--- src/rtl/trig_config_sequencer.sv ---
// Shadow/active sequencer for the per-L4 pretrigger and delay settings of trigger_handling_v2.
// A commit disables the trigger processor, drains L4 activity, swaps shadow->active, settles, releases.
module trig_config_sequencer #(
    parameter int NUM_L4        = 5,
    parameter int PRETRG_BITS   = 8,
    parameter int DELAY_BITS    = 4,
    parameter int DRAIN_CYCLES  = 16,
    parameter int SETTLE_CYCLES = 4
) (
    input  logic                          clk_i,
    input  logic                          rst_i,
    input  logic                          wr_i,
    input  logic                          sel_i,
    input  logic [3:0]                    idx_i,
    input  logic [7:0]                    data_i,
    input  logic                          commit_i,
    input  logic                          sw_disable_i,
    input  logic [NUM_L4-1:0]             l4_i,
    output logic [NUM_L4*PRETRG_BITS-1:0] pretrigger_vector_o,
    output logic [NUM_L4*DELAY_BITS-1:0]  delay_vector_o,
    output logic                          disable_o,
    output logic                          disable_ce_o,
    output logic                          busy_o,
    output logic                          done_o
);

    localparam int PRE_W   = NUM_L4 * PRETRG_BITS;
    localparam int DLY_W   = NUM_L4 * DELAY_BITS;
    localparam int CNT_MAX = (DRAIN_CYCLES > SETTLE_CYCLES) ? DRAIN_CYCLES : SETTLE_CYCLES;
    localparam int CNT_W   = (CNT_MAX > 1) ? $clog2(CNT_MAX) : 1;

    typedef enum logic [1:0] {
        ST_IDLE   = 2'd0,
        ST_DRAIN  = 2'd1,
        ST_SETTLE = 2'd2
    } state_e;

    state_e             state_q, state_d;
    logic [CNT_W-1:0]   cnt_q, cnt_d;
    logic               pending_q, pending_d;
    logic               target_q, target_d;
    logic               swap_q, swap_d;
    logic               rel_q, rel_d;
    logic [PRE_W-1:0]   pre_sh_q, pre_sh_d;
    logic [DLY_W-1:0]   dly_sh_q, dly_sh_d;
    logic [PRE_W-1:0]   pre_act_q, pre_act_d;
    logic [DLY_W-1:0]   dly_act_q, dly_act_d;
    logic               disable_q, disable_d;
    logic               disable_ce_q, disable_ce_d;
    logic               busy_q, busy_d;
    logic               done_q, done_d;

    // The FSM decides target/swap/release one cycle ahead; the output flops
    // below present those decisions, so every port is a plain register.
    always_comb begin
        state_d      = state_q;
        cnt_d        = cnt_q;
        pending_d    = pending_q;
        target_d     = target_q;
        swap_d       = 1'b0;
        rel_d        = 1'b0;
        pre_sh_d     = pre_sh_q;
        dly_sh_d     = dly_sh_q;
        pre_act_d    = pre_act_q;
        dly_act_d    = dly_act_q;
        disable_d    = target_q;
        disable_ce_d = (target_q != disable_q);
        busy_d       = (state_q != ST_IDLE);
        done_d       = rel_q;

        for (int i = 0; i < NUM_L4; i++) begin
            if (wr_i && (idx_i == i[3:0])) begin
                if (sel_i) begin
                    dly_sh_d[i*DELAY_BITS +: DELAY_BITS] = data_i[DELAY_BITS-1:0];
                end else begin
                    pre_sh_d[i*PRETRG_BITS +: PRETRG_BITS] = data_i[PRETRG_BITS-1:0];
                end
            end
        end

        // Swap uses the registered shadow, so a write on the swap edge waits for the next commit.
        if (swap_q) begin
            pre_act_d = pre_sh_q;
            dly_act_d = dly_sh_q;
        end

        case (state_q)
            ST_IDLE: begin
                target_d = sw_disable_i;
                if (commit_i) begin
                    state_d  = ST_DRAIN;
                    cnt_d    = CNT_W'(DRAIN_CYCLES - 1);
                    target_d = 1'b1;
                end
            end
            ST_DRAIN: begin
                target_d  = 1'b1;
                pending_d = pending_q | commit_i;
                if (cnt_q != '0) begin
                    cnt_d = cnt_q - CNT_W'(1);
                end else if (l4_i == '0) begin
                    swap_d  = 1'b1;
                    state_d = ST_SETTLE;
                    cnt_d   = CNT_W'(SETTLE_CYCLES - 1);
                end
            end
            ST_SETTLE: begin
                target_d  = 1'b1;
                pending_d = pending_q | commit_i;
                if (cnt_q != '0) begin
                    cnt_d = cnt_q - CNT_W'(1);
                end else begin
                    rel_d = 1'b1;
                    if (pending_q || commit_i) begin
                        pending_d = 1'b0;
                        state_d   = ST_DRAIN;
                        cnt_d     = CNT_W'(DRAIN_CYCLES - 1);
                    end else begin
                        state_d  = ST_IDLE;
                        target_d = sw_disable_i;
                    end
                end
            end
            default: begin
                state_d  = ST_IDLE;
                target_d = sw_disable_i;
            end
        endcase
    end

    always_ff @(posedge clk_i) begin
        if (rst_i) begin
            state_q      <= ST_IDLE;
            cnt_q        <= '0;
            pending_q    <= 1'b0;
            target_q     <= 1'b0;
            swap_q       <= 1'b0;
            rel_q        <= 1'b0;
            pre_sh_q     <= '0;
            dly_sh_q     <= '0;
            pre_act_q    <= '0;
            dly_act_q    <= '0;
            disable_q    <= 1'b0;
            disable_ce_q <= 1'b0;
            busy_q       <= 1'b0;
            done_q       <= 1'b0;
        end else begin
            state_q      <= state_d;
            cnt_q        <= cnt_d;
            pending_q    <= pending_d;
            target_q     <= target_d;
            swap_q       <= swap_d;
            rel_q        <= rel_d;
            pre_sh_q     <= pre_sh_d;
            dly_sh_q     <= dly_sh_d;
            pre_act_q    <= pre_act_d;
            dly_act_q    <= dly_act_d;
            disable_q    <= disable_d;
            disable_ce_q <= disable_ce_d;
            busy_q       <= busy_d;
            done_q       <= done_d;
        end
    end

    assign pretrigger_vector_o = pre_act_q;
    assign delay_vector_o      = dly_act_q;
    assign disable_o           = disable_q;
    assign disable_ce_o        = disable_ce_q;
    assign busy_o              = busy_q;
    assign done_o              = done_q;

endmodule

--- config.mk ---
export PLATFORM = sky130hd
export DESIGN_NAME = trig_config_sequencer
export DESIGN_NICKNAME = d
export VERILOG_FILES = /design/src/rtl/trig_config_sequencer.sv
export SDC_FILE = /design/constraint.sdc
export NUM_CORES = 1
export LEC_CHECK = 0
export CORE_MARGIN = 2
export CORE_UTILIZATION = 31
export DETAILED_ROUTE_END_ITERATION = 16
export GPL_TIMING_DRIVEN = 0
export PLACE_DENSITY = 0.48
export SYNTH_ARGS = -nofsm -noshare
export SYNTH_HDL_FRONTEND = slang
export SYNTH_SLANG_ARGS = --single-unit
export TNS_END_PERCENT = 30
--- constraint.sdc ---
create_clock -name clk_i -period 3.8 [get_ports clk_i]
set_clock_uncertainty 0.15 [all_clocks]
set_input_delay 0.95 -clock clk_i [delete_from_list [all_inputs] [get_ports clk_i]]
set_output_delay 0.95 -clock clk_i [all_outputs]
set_load 0.05 [all_outputs]
Word level (Yosys, flattened, before mapping)
Cells that the tools add are included.
- bits in registers: 134
- latch bits: 0
- bits in writable memories: 0
- memory bits (read-only): 0
- input port bits: 23
- output and inout bits: 64
- word-level logic and storage cells: 88
- memories kept: 0
- add/subtract/negate cells: 1
- multiply operators: 0
- divide/modulo/power cells: 0
- magnitude comparators: 0
- equality and inequality tests: 13
- shifts and indexed selects: 0
- muxes and demuxes: 21
- bitwise gates (word level): 4
- reductions and logical operators: 27
- operators by type and width (kind ; number):
    4-bit two-way mux ; 5
    2-bit AND reduction ; 10
    4-bit case mux with 3 select lines ; 1
    4-bit by 2-bit equality test with 1-bit output (second input constant) ; 2
    1-bit two-way mux ; 8
    2-bit two-way mux ; 4
    2-bit inequality test (second input constant) ; 4
    4-bit AND reduction ; 2
    3-bit inequality test (second input constant) ; 2
    2-bit case mux with 3 select lines ; 1
    1-bit logical AND ; 5
    5-bit zero test ; 1
    4-bit by 1-bit equality test with 1-bit output (second input constant) ; 1
    4-bit by 3-bit equality test with 1-bit output (second input constant) ; 1
    4-bit zero test ; 1
    2-bit nonzero test ; 2
    4-bit nonzero test ; 1
    4-bit by 1-bit subtractor with 4-bit output (second input constant) ; 1
    1-bit NOT ; 3
    1-bit case mux with 3 select lines ; 1
    3-bit nonzero test ; 1
    3-bit OR reduction ; 1
    2-bit by 1-bit equality test with 1-bit output (second input constant) ; 1
    2-bit equality test (second input constant) ; 1
    other kinds (6) ; 6

Longest topological paths before layout
Gate-level depths: netlist (run 1).
- word-level depth: 4
- gate-level depth with buffers: 7
- depth with buffers taken out: 6

Worst setup path after synthesis (run 1)
Ideal clock, no wire load.
- kind: input port to flip-flop
- start point: in idx_i[0]
- end point: reg dly_sh_q[16]
- library setup time: 0.128 ns
- arrival time: 1.973 ns
- required time: 3.522 ns
- path slack: 1.549 ns
- cell stages on the path: 5
- buffers on the path: 1
- cell sequence: buf_2 nor4b_4 nand3_2 mux2i_1 nor2_1
- longest elaborated chain between the ends: 3
- ends and longest elaborated chain (element ; RTL line ; source):
    from (decl) ; 14 ; input logic [3:0] idx_i,
    4-bit by 3-bit equality test with 1-bit output ; 72 ; if (wr_i && (idx_i == i[3:0])) begin
    1-bit logical AND ; 72 ;
    2-bit AND reduction (no line) ; -- ;
    to (signal assigned) ; 155 ; dly_sh_q <= dly_sh_d;
    to (decl) ; 45 ; logic [DLY_W-1:0] dly_sh_q, dly_sh_d;
No other way between the ends.
A chain may end at the register's enable or synchronous reset.

Worst setup path after layout (run 1)
- start point: reg pre_act_q[39], in the netlist pretrigger_vector_o[39]
- end point: out pretrigger_vector_o[39]
- RTL lines (element ; RTL line ; source):
    from (decl) ; 46 ; logic [PRE_W-1:0] pre_act_q, pre_act_d;
    from (signal assigned) ; 156 ; pre_act_q <= pre_act_d;
    to (decl) ; 19 ; output logic [NUM_L4*PRETRG_BITS-1:0] pretrigger_vector_o,
No word-level cell between the ends.

==> impl_metrics.ini, run 1 <==
[run_status]
status = completed

[setup_path]
cpLargestDelayFamily = buffers and inverters
max_stage_delay_ns = 0.83
r2r_slack_ns = 1.75
cp_slowest_cell = clkdlybuf4s50_1
regToRegStartpoint = state_q[0]$_SDFFE_PP0P_
crit_required_ns = 2.70
rr_worst_depth = 7
crit_cells = 1
worst-setup-path-type = reg -> out
start_kind = flip-flop
rr_endpoint = cnt_q[0]$_SDFFE_PP0P_
end_kind = primary output
worstPathMaxFanout = 2
cp_cell_sequence = clkdlybuf4s50_1
arrival_ns = 1.64
path_buf_inv = 1

[timing]
grt_setup_unrepaired = no
fin_crit_ns = 2.741
max-slew-margin-rel_pct = 49.56
holdWs_ns = 0.3063
hold_viol_final = 0
slew_viol_final = 0
finalSetupTns_ns = 0
fmax_mhz = 364.8
worst_pin_slew_ns = 0.7566
period_share_pct = 72.13
setup_viol = 0

[die]
rows = 46
core_region_area_um2 = 16000
die_y_um = 132.3
pin_count = 87
floorplan.initialDensity_pct = 31.91
die_x_um = 132.3
die_area_um2 = 17510

[clock_tree]
h-tree-depth = 4
clockBufferDepth = 2
cts.sinks = 134
worstSkewPairLatency_ns = 0.42
cts-root-buf = clkbuf_16
cts_resized = 0
numCtsBuffers = 17
path_clk_slew_ns = 0.05
cts_tree = yes
holdBufCountCts = 0
cts_setup_buffers = 0

[yosys]
yosysMostFrequentCell = dfxtp_1
synthSimpleGateAreaFrac_pct = 16.39
yosys.area.top_type = dfxtp_1
synth_top_family_by_area = multiplexers
yosysWarningCount = 0
synthAdderAreaFrac_pct = 1.470
synth-seq-cells = 134
netlist_area_um2 = 5106
synth_xor_area_share_pct = 0.1715
synth_common_cells = 134 x dfxtp_1, 114 x nor2_1, 105 x mux2i_1
synth_area_per_cell_um2 = 9.992
yosys.cell_types.count = 45
synth_compound_area_share_pct = 5.366
synth.yosys.seq_area_share_pct = 52.54
synth-main-ff-cell = dfxtp_1
synthMuxAreaShare_pct = 20.80
async_reset_ff_share_pct = 0
syn_inst = 511
synth_nets = 540
synthTopCellsByArea = dfxtp_1 53%, mux2i_1 21%, nor2_1 8.4%
yosysTopAreaCellShare_pct = 52.54
synth_edf_count = 0

[grt]
antenna_found_initial = 0
grt.overflow.total = 0
gr-usage-all-layers_pct = 15.04
grt_pass1_wl_um = 20450
grt_pass1_vias = 3738
grt_max_degree = 17

[final_layout]
fillCellCount = 1615
syn2layout_area_growth_pct = 32.47
nets = 639
drive_above_1_share_pct = 8.857
n_antenna_cell = 0
finalNonFillerCells = 837
final_cell_area_um2 = 6764

[route]
drtIter0Drc = 193
wl_um = 12830
drt-pass1-iter-count = 6
wire_per_inst_um = 15.32
drt-met1-wl_um = 6185
wl_met2_um = 5816
top_layer_used = met4
viasPerCell = 4.603
vias = 3853
drc = 0
antenna_left = 0
wl_met3_um = 612

[place]
io_buffers = 80
dp.final_hpwl_um = 8972
routabilityCongestion = 0.7201
dp_cells = 807
place_area_um2 = 6177

[power_and_ir_drop]
power.total_w = 0.003518
vdd.ir_drop.worst_mv = 0.3258
pwr_density_cell_nw_per_um2 = 520.0
p_leak_nw = 2.570

[hold_path]
hold_path.class = reg -> reg
whs_path_depth = 2
worstHoldStart = pre_sh_q[3]$_SDFFE_PP0P_
hold_end = pre_sh_q[3]$_SDFFE_PP0P_

[run]
drv_cap = 0
## state kept, by name, summed over array words and instances (netlist names)
name / count
state_q: 2
dly_sh_q: 20
pre_sh_q: 40
done_o: 1
disable_o: 1
delay_vector_o: 20
done_d: 1
cnt_q: 4
pending_q: 1
swap_q: 1
busy_o: 1
disable_d: 1
disable_ce_o: 1
pretrigger_vector_o: 40
## placed cells by master (no fill, tap or decap), types with 3 or more instances in the layout
master and count:
bufinv_16 3, o31ai_1 3, nor2b_1 5, nand2_1 22, buf_2 13, inv_1 6, dfxtp_1 134, nor3_1 5
nand3_2 3, clkinv_2 5, clkbuf_16 17, o21ai_0 3, nand3_1 16, clkdlybuf4s50_1 80, ha_1 6, clkbuf_1 20
mux2i_1 105, a21oi_1 22, nor2_1 114
## worst max-delay path by stage
stage                                           end  slack, ns                                  from
after global placement     pre_sh_q[1]$_SDFFE_PP0P_       0.82                              idx_i[1]
final                       pretrigger_vector_o[39]       1.06  pretrigger_vector_o[39]$_SDFFE_PP0P_
after floorplan           dly_sh_q[16]$_SDFFE_PP0P_       1.55                              idx_i[0]
after global routing        pretrigger_vector_o[30]       1.04  pretrigger_vector_o[30]$_SDFFE_PP0P_
after CTS                   pretrigger_vector_o[39]       1.06  pretrigger_vector_o[39]$_SDFFE_PP0P_
after detailed placement   dly_sh_q[2]$_SDFFE_PP0P_       0.82                              idx_i[1]
## report_power, final
group	switching (W)	internal, W	total [W]
logic	0.000224	0.000157	0.000381
registers	0.0000384	0.00145	0.00148
clock network	0.000600	0.00105	0.00165
## kinds of logic after synthesis
family	after synthesis
AO/OA/AOI/OAI	42
multiplexers	106
adder cells (fa/ha/maj)	6
XOR/XNOR	1
AND/OR/NAND/NOR	182
flip-flops	134
buffers and inverters	40
## area by class of cell
cell class,instances,area [um^2],area share [%]
multi-input cells,337,2257,33.37
inverters,6,22.52,0.3330
flip-flops and latches,134,2683,39.66
repair buffers,80,800.8,11.84
plain buffers,34,143.9,2.127
well taps,216,270.3,3.996
clock inverters,10,130.1,1.924
clock buffers,20,456.7,6.752
## per-stage QoR
step           util [%]  setup slack (ns)
3_5_place_dp      38.61            0.8169
3_3_place_gp      38.61            0.8231
5_1_grt           42.27             1.042
4_1_cts           42.27             1.063
2_1_floorplan         -             1.549
6_report          42.27             1.059
## layer usage
metal	up-vias	GRT usage, %
met3	18	4.114
met2	84	23.52
met5	-	0
met4	0	5.854
li1	1945	-
met1	1806	19.76
(Power assumes the default switching activity.)
==> inputs of run 2 (changes only) <==
==> constraint.sdc (replaced) <==
create_clock -name clk_i -period 2.85 [get_ports clk_i]
set_clock_uncertainty 0.15 [all_clocks]
set_input_delay 0.7125 -clock clk_i [delete_from_list [all_inputs] [get_ports clk_i]]
set_output_delay 0.7125 -clock clk_i [all_outputs]
set_load 0.05 [all_outputs]
==> results of run 2 <==
Same layout as run 1 (identical final DEF). Status: completed.
Main changes from that run: setup slack after placement 0.8169 ns -> 0.1044 ns; setup slack after layout 1.059 ns -> 0.3465 ns; register-to-register setup slack 1.75 ns -> 0.80 ns; total power 0.003518 W -> 0.004690 W; worst IR drop on VDD 0.3258 mV -> 0.4343 mV
